## config.mk

```make
export PLATFORM = sky130hd
export DESIGN_NAME = control_unit
export DESIGN_NICKNAME = d
export VERILOG_FILES = /design/src/rtl/control_unit.sv
export SDC_FILE = /design/constraint.sdc
export NUM_CORES = 1
export LEC_CHECK = 0
export CORE_MARGIN = 8
export CORE_UTILIZATION = 30
export CTS_BUF_LIST = sky130_fd_sc_hd__clkbuf_16
export DETAILED_ROUTE_END_ITERATION = 6
export PLACE_DENSITY = 0.66
export SYNTH_ARGS = -nofsm -noshare
export SYNTH_HDL_FRONTEND = slang
export SYNTH_SLANG_ARGS = --single-unit
```

## constraint.sdc

```tcl
create_clock -name Clock -period 3 [get_ports Clock]
set_clock_uncertainty 0.05 [all_clocks]
set_input_delay 0.6 -clock Clock [delete_from_list [all_inputs] [get_ports Clock]]
set_output_delay 0.6 -clock Clock [all_outputs]
set_load 0.02 [all_outputs]
```

## src/rtl/control_unit.sv

```systemverilog
// Hardwired multi-cycle control unit for the Mini SRC datapath.
// Fetch occupies T0-T2; the execute steps T3-T7 depend on IR[31:27].
// Every output is decoded from the registered state and the opcode, plus
// CON in the branch-commit step.
module control_unit (
  input  logic        Clock,
  input  logic        Clear,
  input  logic [31:0] IR,
  input  logic        CON,
  input  logic        Stop,
  output logic        Run,
  output logic        PCout, Zhighout, Zlowout, MDRout, HIout, LOout,
  output logic        InPortout, Cout, BAout, Rout,
  output logic        PCin, IncPC, MARin, MDRin, IRin, Yin, Zin,
  output logic        HIin, LOin, OutPortin, CONin, Rin,
  output logic        Gra, Grb, Grc,
  output logic        Read, Write,
  output logic [3:0]  alu_op
);
  typedef enum logic [3:0] {
    S_RESET, S_T0, S_T1, S_T2, S_T3, S_T4, S_T5, S_T6, S_T7, S_HALT
  } state_t;

  localparam logic [4:0] OP_LD   = 5'd0,  OP_LDI  = 5'd1,  OP_ST   = 5'd2;
  localparam logic [4:0] OP_ADD  = 5'd3,  OP_ROL  = 5'd10;
  localparam logic [4:0] OP_ADDI = 5'd11, OP_ANDI = 5'd12, OP_ORI  = 5'd13;
  localparam logic [4:0] OP_MUL  = 5'd14, OP_DIV  = 5'd15;
  localparam logic [4:0] OP_NEG  = 5'd16, OP_NOT  = 5'd17, OP_BR   = 5'd18;
  localparam logic [4:0] OP_JR   = 5'd19, OP_IN   = 5'd21, OP_OUT  = 5'd22;
  localparam logic [4:0] OP_MFHI = 5'd23, OP_MFLO = 5'd24, OP_HALT = 5'd26;

  localparam logic [3:0] A_ADD = 4'd0, A_AND = 4'd2, A_OR = 4'd3;
  localparam logic [3:0] A_MUL = 4'd8, A_DIV = 4'd9, A_NEG = 4'd10, A_NOT = 4'd11;

  state_t     state, state_nxt;
  logic [4:0] op;
  logic       last;
  logic       is_ralu, is_imm, is_mem, is_muldiv, is_unary, is_br, is_single;
  logic       has_exec;

  assign op        = IR[31:27];
  assign is_ralu   = (op >= OP_ADD) && (op <= OP_ROL);
  assign is_imm    = op inside {OP_ADDI, OP_ANDI, OP_ORI};
  assign is_mem    = op inside {OP_LD, OP_LDI, OP_ST};
  assign is_muldiv = op inside {OP_MUL, OP_DIV};
  assign is_unary  = op inside {OP_NEG, OP_NOT};
  assign is_br     = (op == OP_BR);
  assign is_single = op inside {OP_JR, OP_IN, OP_OUT, OP_MFHI, OP_MFLO};
  // nop, jal and unused encodings have no execute phase at all
  assign has_exec  = is_ralu | is_imm | is_mem | is_muldiv | is_unary | is_br | is_single;

  // State register; Clear abandons any instruction in flight
  always_ff @(posedge Clock) begin
    if (!Clear) state <= S_RESET;
    else        state <= state_nxt;
  end

  // Step decode: control strobes and next state
  always_comb begin
    state_nxt = state;
    last      = 1'b0;
    {PCout, Zhighout, Zlowout, MDRout, HIout, LOout, InPortout, Cout, BAout, Rout} = '0;
    {PCin, IncPC, MARin, MDRin, IRin, Yin, Zin, HIin, LOin, OutPortin, CONin, Rin} = '0;
    {Gra, Grb, Grc, Read, Write} = '0;
    alu_op = A_ADD;
    Run = (state != S_RESET) && (state != S_HALT);

    case (state)
      S_RESET: state_nxt = S_T0;
      S_T0: begin
        {PCout, MARin, IncPC, Zin} = '1;
        state_nxt = S_T1;
      end
      S_T1: begin
        {Zlowout, PCin, Read, MDRin} = '1;
        state_nxt = S_T2;
      end
      S_T2: begin
        {MDRout, IRin} = '1;
        if (op == OP_HALT) state_nxt = S_HALT;
        else if (has_exec) state_nxt = S_T3;
        else               last = 1'b1;
      end
      S_T3: begin
        state_nxt = S_T4;
        if (is_ralu || is_imm)  {Grb, Rout, Yin} = '1;
        else if (is_mem)        {Grb, BAout, Yin} = '1;
        else if (is_muldiv)     {Gra, Rout, Yin} = '1;
        else if (is_unary) begin
          {Grb, Rout, Zin} = '1;
          alu_op = (op == OP_NEG) ? A_NEG : A_NOT;
        end
        else if (is_br)         {Gra, Rout, CONin} = '1;
        else begin
          last = 1'b1;
          case (op)
            OP_JR:   {Gra, Rout, PCin} = '1;
            OP_IN:   {InPortout, Gra, Rin} = '1;
            OP_OUT:  {Gra, Rout, OutPortin} = '1;
            OP_MFHI: {HIout, Gra, Rin} = '1;
            OP_MFLO: {LOout, Gra, Rin} = '1;
            default: ;
          endcase
        end
      end
      S_T4: begin
        state_nxt = S_T5;
        if (is_ralu) begin
          {Grc, Rout, Zin} = '1;
          alu_op = 4'(op - OP_ADD);
        end
        else if (is_imm) begin
          {Cout, Zin} = '1;
          alu_op = (op == OP_ANDI) ? A_AND : (op == OP_ORI) ? A_OR : A_ADD;
        end
        else if (is_mem)    {Cout, Zin} = '1;
        else if (is_muldiv) begin
          {Grb, Rout, Zin} = '1;
          alu_op = (op == OP_MUL) ? A_MUL : A_DIV;
        end
        else if (is_unary) begin
          {Zlowout, Gra, Rin} = '1;
          last = 1'b1;
        end
        else if (is_br)     {PCout, Yin} = '1;
        else                last = 1'b1;
      end
      S_T5: begin
        state_nxt = S_T6;
        if (is_ralu || is_imm || op == OP_LDI) begin
          {Zlowout, Gra, Rin} = '1;
          last = 1'b1;
        end
        else if (is_mem)    {Zlowout, MARin} = '1;
        else if (is_muldiv) {Zlowout, LOin} = '1;
        else if (is_br)     {Cout, Zin} = '1;
        else                last = 1'b1;
      end
      S_T6: begin
        state_nxt = S_T7;
        if (op == OP_LD)      {Read, MDRin} = '1;
        else if (op == OP_ST) {Gra, Rout, MDRin} = '1;
        else if (is_muldiv) begin
          {Zhighout, HIin} = '1;
          last = 1'b1;
        end
        else if (is_br) begin
          Zlowout = 1'b1;
          PCin    = CON;
          last    = 1'b1;
        end
        else last = 1'b1;
      end
      S_T7: begin
        last = 1'b1;
        if (op == OP_LD)      {MDRout, Gra, Rin} = '1;
        else if (op == OP_ST) Write = 1'b1;
      end
      default: state_nxt = S_HALT;
    endcase

    // Stop only matters on the edge that closes an instruction
    if (last) state_nxt = Stop ? S_HALT : S_T0;
    // alu_op is meaningful only while Z is being loaded
    if (!Zin) alu_op = 4'd0;
  end
endmodule

```

==> results.py, run 1 <==
metrics = {
    "routing": {
        "first_iter_violations": 133,
        "avgRoutedWirePerCell_um": 16.0,
        "dr.pass1.iters": 4,
        "drc": 0,
        "ant_nets": 0,
        "wl_mm": 4.92,
        "num_vias": 1635,
        "vias_per_cell": 5.31,
    },
    "clock_tree": {
        "clkTransAtPathRegs_ps": 30,
        "insertion_delay_ps": 220,
        "cts_tree": "yes",
        "clockRootBuffer": "clkbuf_16",
        "numCtsBuffers": 3,
        "clockBufferDepth": 2,
        "htree_levels": 1,
        "clock_sink_count": 4,
        "postCtsHoldBufs": 0,
    },
    "pwr": {
        "powerDensity_nw_per_um2": 457,
        "combPwrFrac_pct": 70.2,
        "p_sw_share_pct": 43.3,
        "p_leak_nw": 1.03,
        "internal_power_mw": 0.565,
        "clkPwrFrac_pct": 21.0,
        "ir_drop_mv": 0.265,
        "power_mw": 0.996,
        "seqPwrFrac_pct": 8.8,
        "power_switching_mw": 0.431,
    },
    "synthesis": {
        "syn_area_per_cell_um2": 6.72,
        "synth-seq-cells": 4,
        "syn-num-nets": 211,
        "netlist_instances": 171,
        "synth.cell_area_um2": 1150,
        "synth_edf_count": 0,
        "synth_top_area_share_pct": 6.97,
        "yosysMostFrequentCell": "nand2_1",
        "seq_area_frac_synth_pct": 6.97,
        "yosysWarnings": 0,
        "synthArstFlopShare_pct": 0,
        "ys_types": 59,
        "synthTopCellsByArea": "dfxtp_1, nand2_1, nor2_1, ha_1, o21ai_0",
        "synthTopCellsByCount": "nand2_1, nor2_1, o21ai_0, a21oi_1, inv_1",
        "yosysTopAreaCell": "dfxtp_1",
        "synth_flop_cell": "dfxtp_1",
    },
    "sta": {
        "hold_viol": 0,
        "holdWs_ps": 526,
        "worst_slew_pin_slew_ps": 416,
        "fin_ws_ps": -79.6,
        "setup_viol": 5,
        "relSlewSlack_pct": 72.0,
        "fin_crit_ps": 3080,
        "post-route-period-util_pct": 103,
        "slew_viol_final": 0,
        "rsz0062_at_grt": "yes",
        "max_freq_mhz": 325,
    },
    "status": {
        "violations": "negative setup slack",
        "outcome": "finished with violations",
    },
    "finish": {
        "top_register": "state",
        "areaGrowthSynthToFinish_pct": 90.0,
        "fin_util_pct": 59.6,
        "diodes": 0,
        "largest_reg_flops": 4,
        "largest_registers": "state: 4 flops",
        "layout.nets": 302,
        "fin_area_um2": 2180,
        "drive_gt1_share_pct": 48.5,
    },
    "placement": {
        "dp_hpwl_mm": 3.65,
        "gp_congestion": 0.968,
        "portBuffers": 40,
        "placed_cell_area_um2": 1960,
    },
    "floorplanning": {
        "die_h_um": 77.9,
        "rows": 22,
        "die_x_um": 77.9,
        "die_area_um2": 6060,
        "core_area_um2": 3660,
        "initial_utilization_pct": 31.4,
        "io-pin-count": 68,
    },
    "worst_setup_path": {
        "worstPathRequired_ps": 2350,
        "arrival_ps": 2430,
        "worst_setup_path_start_kind": "input pin",
        "path_class": "input pin to output pin",
        "worst_setup_path_end_kind": "output pin",
        "crit_fanout": 4,
    },
    "run": {
        "maxCapViolCount": 0,
    },
    "global_routing": {
        "grt_overflow": 0,
        "grt_pass1_vias": 1598,
        "grt_usage_pct": 15.1,
        "grt_first_pass_wirelength_mm": 7.82,
        "grt_max_degree": 14,
        "antenna_found_initial": 0,
    },
    "worst_hold_path": {
        "hold_class": "flop to flop",
    },
}
==> stage by stage <==
stage | std cells | setup WS (ps) | setup TNS, ps
6_report | 308 | -79.6 | -192
5_1_grt | 308 | -163 | -717
4_1_cts | 306 | -83.0 | -152
3_5_place_dp | 302 | -1030 | -22560
3_3_place_gp | 302 | -994 | -21940
2_1_floorplan | 171 | 3.54 | 0
==> area by class of cell <==
type / count / area, µm²
inverter: 7 / 26.3
clock buffer: 3 / 75.1
tap: 48 / 60.1
sequential: 4 / 80.1
multi-input combinational: 147 / 1140
fill: 344 / 1480
timing repair buffer: 99 / 803
==> logic make-up after synthesis <==
kind of cell | Yosys count | share of synthesized area, %
DFF | 4 | 6.97
muxes | 1 | 0.871
and+or+nand+nor | 99 | 52.4
AOI/OAI and AO/OA | 40 | 23.9
buffers and inverters | 20 | 9.26
xor gates and xnor gates | 3 | 2.29
adders and majority gates | 4 | 4.36
==> critical path, stage by stage <==
cell,delay [ps]
buf_8,110
buf_6,120
ha_4,150
or3b_4,400
o2111ai_4,80
and2b_1,170
nand3b_1,90
or4_4,440
o2111ai_2,110
buf_6,150
==> metal layers <==
layer	vias up	track usage, %	wire [µm]
li1	803	-	-
met1	786	21.2	2330
met2	44	24.1	2320
met3	2	1.73	250
met4	0	3.02	21
met5	-	0	0
==> power by group through the flow <==
stage / clock [mW] / combinational [mW] / sequential, mW
after detailed placement: 0 / 0.680 / 0.0867
after global routing: 0.216 / 0.751 / 0.0898
after global placement: 0 / 0.676 / 0.0862
after floorplan: 0 / 0.379 / 0.0791
after CTS: 0.213 / 0.677 / 0.0861
final: 0.209 / 0.700 / 0.0873
==> cell usage in the layout, fill, tap and decap left out, types with 5 or more instances in the layout <==
cell type | Yosys | routed
clkbuf_2 | 0 | 5
buf_2 | 4 | 7
dlygate4sd2_1 | 0 | 9
nand2b_1 | 6 | 5
nor2_1 | 16 | 15
a21oi_1 | 9 | 7
o21ai_0 | 10 | 7
nand3b_1 | 6 | 6
buf_6 | 2 | 14
clkdlybuf4s50_1 | 0 | 6
buf_4 | 3 | 56
nand2_1 | 19 | 17
inv_1 | 7 | 6
==> timing repair <==
action                                  4_1_cts  5_1_grt
endpoints found under the setup margin       31       24
setup buffers                                 1        2
endpoints found under the hold margin         0        0
gates resized for setup                     133       41
pin swaps                                     8       15
==> final timing paths <==
| kind | slack (ps) | cells after the start | to | startpoint |
|---|---|---|---|---|
| setup reg to reg | 920 | 8 | state[3] | state[1] |
| setup / recovery | -80 | 10 | Zin | IR[27] |
| hold / removal | 530 | 2 | state[2] | state[3] |
| hold reg to reg | 530 | 2 | state[2] | state[3] |
Note: power is estimated with default switching activity, not from simulation.
==> run 2, diff against run 1 <==
- CORE_UTILIZATION: 30 -> 38
- PLACE_DENSITY: 0.66 -> 0.81
==> results.py, run 2 (same netlist as run 1, synthesis figures left out) <==
metrics = {
    "status": {
        "outcome": "finished with violations",
        "violations": "negative setup slack",
    },
    "clock_tree": {
        "cts_tree": "yes",
        "clkTransAtPathRegs_ps": 30,
        "clockBufferDepth": 2,
        "clockRootBuffer": "clkbuf_16",
        "postCtsHoldBufs": 0,
        "htree_levels": 1,
        "insertion_delay_ps": 220,
        "clock_sink_count": 4,
        "numCtsBuffers": 3,
    },
    "worst_setup_path": {
        "reg2reg_depth": 8,
        "r2r-start": "state[0]",
        "endpoint": "Zin",
        "arrival_ps": 2440,
        "crit_fanout": 4,
        "worst_setup_path_end_kind": "output pin",
        "ff2ff_setup_slack_ps": 860,
        "worst_setup_path_start_kind": "input pin",
        "reg2reg_to": "state[3]",
        "worstPathRequired_ps": 2350,
        "path_class": "input pin to output pin",
        "critPathLaunch": "IR[27]",
    },
    "global_routing": {
        "grt_max_degree": 14,
        "grt_pass1_vias": 1704,
        "antenna_found_initial": 0,
        "grt_first_pass_wirelength_mm": 8.00,
        "grt_overflow": 0,
        "grt_usage_pct": 18.9,
    },
    "finish": {
        "largest_registers": "state: 4 flops",
        "top_register": "state",
        "fin_util_pct": 75.8,
        "largest_reg_flops": 4,
        "layout.nets": 302,
        "drive_gt1_share_pct": 49.2,
        "areaGrowthSynthToFinish_pct": 94.9,
        "diodes": 0,
        "final_cell_mix": "buf_4, nand2_1, buf_6, nor2_1",
        "final_common_cell": "buf_4",
        "fill_cells": 207,
    },
    "routing": {
        "drc": 0,
        "vias_per_cell": 6.01,
        "wl_mm": 5.56,
        "dr.pass1.iters": 5,
        "avgRoutedWirePerCell_um": 19.0,
        "first_iter_violations": 166,
        "num_vias": 1762,
        "ant_nets": 0,
    },
    "floorplanning": {
        "die_area_um2": 5040,
        "rows": 20,
        "die_h_um": 71.0,
        "core_area_um2": 2950,
        "io-pin-count": 68,
        "die_x_um": 71.0,
        "initial_utilization_pct": 38.9,
    },
    "worst_hold_path": {
        "hold_class": "flop to flop",
        "holdPathStages": 2,
    },
    "sta": {
        "post-route-period-util_pct": 103,
        "setup_viol": 11,
        "relSlewSlack_pct": 73.7,
        "max_freq_mhz": 323,
        "fin_ws_ps": -94.4,
        "worst_slew_pin_slew_ps": 391,
        "rsz0062_at_grt": "yes",
        "setup_tns_ps": -482,
        "hold_viol": 0,
        "fin_crit_ps": 3090,
        "slew_viol_final": 0,
    },
    "placement": {
        "dp_slack_ps": -1030,
        "dp_hpwl_mm": 3.55,
        "portBuffers": 40,
        "gp_congestion": 0.968,
    },
    "pwr": {
        "p_leak_nw": 1.04,
        "ir_drop_mv": 0.372,
        "power_mw": 1.04,
        "powerDensity_nw_per_um2": 465,
    },
    "run": {
        "maxCapViolCount": 0,
    },
}
==> run 2: worst max-delay path, stage by stage <==
cell and delay, ps:
buf_8 110, buf_6 120, ha_4 160, or3b_4 380
o2111ai_4 80, and2b_1 190, nand3b_1 110, or4_4 460
o2111ai_4 90, buf_6 140
==> run 2: per-layer routing <==
layer | vias to the layer above | part of all wire (%) | wire (µm) | GRT usage, %
met3 | 14 | 8.3 | 462 | 3.11
met5 | - | 0 | 0 | 0
met2 | 106 | 48 | 2650 | 31.4
li1 | 807 | - | - | -
met4 | 0 | 2.2 | 121 | 8.55
met1 | 835 | 42 | 2330 | 23.0
==> run 2: worst min path at each step <==
stage | from | to
2_1_floorplan | state[3] | state[2]
3_3_place_gp | state[3] | state[2]
3_5_place_dp | state[3] | state[2]
4_1_cts | state[3] | state[2]
5_1_grt | state[3] | state[2]
6_report | state[3] | state[2]
==> run 2: where the power goes <==
group	total, mW	switching [mW]	internal [mW]	leakage (nW)
combinational	0.748	0.409	0.340	0.968
sequential	0.0874	0.0160	0.0715	0.0329
clock	0.205	0.0352	0.170	0.0370
==> run 2: through the flow <==
stage | instances | hold WS, ps | instance area, µm²
floorplan | 171 | 495 | 1150
global placement | 283 | 556 | 1910
detailed placement | 283 | 571 | 1910
CTS | 289 | 584 | 2070
global route | 293 | 617 | 2240
finish | 293 | 619 | 2240
==> run 2: layout make-up <==
cell class / instances / area, µm² / area share (%)
clock buffers: 3 / 75.1 / 3.35
inverters: 7 / 26.3 / 1.17
multi-input cells: 147 / 1180 / 52.5
flip-flops and latches: 4 / 80.1 / 3.58
well taps: 33 / 41.3 / 1.84
repair buffers: 99 / 840 / 37.5
==> run 2: timing repair <==
| item | in CTS | in global routing |
|---|---|---|
| cloned | 0 | 0 |
| buffers inserted | 3 | 5 |
| resized for setup | 140 | 45 |
| pin swaps | 15 | 14 |
| setup endpoints to repair | 33 | 23 |
==> variant (settings of run 2) <==
Re-encode `state_t` (10 states) as Gray code, 4 bits wide.
--- a/src/rtl/control_unit.sv
+++ b/src/rtl/control_unit.sv
@@ -19,5 +19,5 @@
 );
   typedef enum logic [3:0] {
-    S_RESET, S_T0, S_T1, S_T2, S_T3, S_T4, S_T5, S_T6, S_T7, S_HALT
+    S_RESET = 4'b0000, S_T0 = 4'b0001, S_T1 = 4'b0011, S_T2 = 4'b0010, S_T3 = 4'b0110, S_T4 = 4'b0111, S_T5 = 4'b0101, S_T6 = 4'b0100, S_T7 = 4'b1100, S_HALT = 4'b1101
   } state_t;
 
Behaviour: no difference found for any inputs over 10 cycles, from zero or initial values; not proved beyond that.
==> variant against run 2 <==
- first-iteration DRC count decreased by 6.0%
- register-to-register slack got worse by 0.03 ns
- utilization increased by 1.5 points
- setup slack improved by 0.11 ns
- area after synthesis decreased by 2.4%
- clock power increased by 2%
- count of clock-buffer cells in the layout unchanged
- power increased by 6.8%
- sequential cell count unchanged
- sequential share of layout area increased by 0.15 points
- largest cell class unchanged
- worst hold slack improved by 0.10 ns
- design area decreased by 4.0%
- critical endpoint is now alu_op[0]
- wire length increased by 3.6%
- via count increased by 5.8%
==> variant: results (changes against run 2) <==
The growth of design area from synthesis to finish came out at 91.7%. The global routing usage on met2 came out at 31.9% (+0.48 points). The mux share of post-synthesis cell area came to 2.01% (+1.1 points). The area used by multi-input combinational logic is 0.00110 sq mm (-6.7%). The depth of the worst register-to-register path is 6 (-2). The transition at the pin with the smallest max-transition slack is 0.473 ns (+0.0819 ns). The critical path ends at alu_op[0]. The clock network contribution to total cell area was 3.49% (+0.14 points). The length of routed wiring on met1 came out at 2.21 mm (-5.2%).

By area the synthesized netlist is led by nand2_1, nor2_1, dfxtp_1. The routing usage on met1 is 24.2% (+1.2 points). The area share of buffers outside the clock network is 38.0% (+0.44 points). The cell area after synthesis came out at 0.00112 sq mm (-2.4%). The detail-routed via count per cell is 6.07 (+0.96%).

The number of non-clock buffers in the layout came to 104 (+5.1%). The non-clock inverter total of the final layout came out at 10 (+3). Broken down by cell family, the worst path's largest delay share belongs to compound AO/OA/AOI/OAI gates. The largest vdd supply drop came out at 747 uV (+100%).

The count of vias placed by the detailed router is 1864 (+5.8%). The minimum clock period after layout was 2.99 ns (-0.106 ns). The internal power summed over all cells is 0.597 mW (+2.7%). The data arrival time of the critical path is 2.34 ns (-0.10 ns). On the critical path, the stage with the largest delay is an instance of a2111o_1.

The synthesized-area fraction occupied by ao, oa, aoi and oai cells was 26.7% (+2.8 points). The number of cells after detailed placement came out at 297 (+4.9%). The power after layout is 1.11 mW (+6.8%).

The detailed route wirelength on metal2 is 2.59 mm (-2.3%). The slack of the worst reg-to-reg path came to 0.83 ns (-0.03 ns). nand2_1 takes more of the synthesized area than any other cell.

The count of cell types in the netlist came to 50 (-15%). The iteration-0 DRC count of the detailed router is 156 (-6.0%). The adder and majority cell fraction of the synthesized area is 4.46% (+0.11 points). The flow ran to the end, and the final reports show no timing, DRC or antenna violations.

The xor/xnor cell area share of the yosys netlist is 1.56% (-0.73 points). The sequential group power is 0.149 mW (+70%). The met3 wirelength from detailed routing came to 663 microns (+44%).

The total routing usage reported by global routing came out at 20.5% (+1.6 points). The worst setup slack before clock tree synthesis came out at -0.965 ns (+0.0688 ns). The HPWL after detailed placement came out at 3.74 mm (+5.2%). The synthesized net count is 220 (+4.3%).

The sequential portion of the cell area came out at 3.73% (+0.15 points).
variant: cell count changes after synthesis, sizes merged, moves of 4 or more:
cell	delta
nor2	+7
nand3	+5
o21ai	+5
and3b	-4
or2	-4
variant: worst min-delay path by stage:
stage / startpoint / to / slack, ns / cells after the start
floorplan: state[2] / state[0] / 0.60 / 3
global route: state[2] / state[2] / 0.76 / 2
finish: state[1] / state[2] / 0.72 / 2
global placement: state[2] / state[2] / 0.67 / 2
detailed placement: state[2] / state[2] / 0.69 / 2
CTS: state[2] / state[2] / 0.70 / 2
variant: repair_timing:
action,CTS,global route
hold buffers,0,0
setup endpoints to repair,29,22
resized for setup,133,35
buffers inserted,4,3
pin swaps,9,10
variant: kinds of logic (layout without fill, tap and decap cells):
kind of cell	count (synthesis)	after routing
AO/OA/AOI/OAI	43	43
buffers and inverters	21	117
adder cells (fa/ha/maj)	4	4
XOR/XNOR	2	2
AND/OR/NAND/NOR	104	104
flip-flops	4	4
multiplexers	2	2
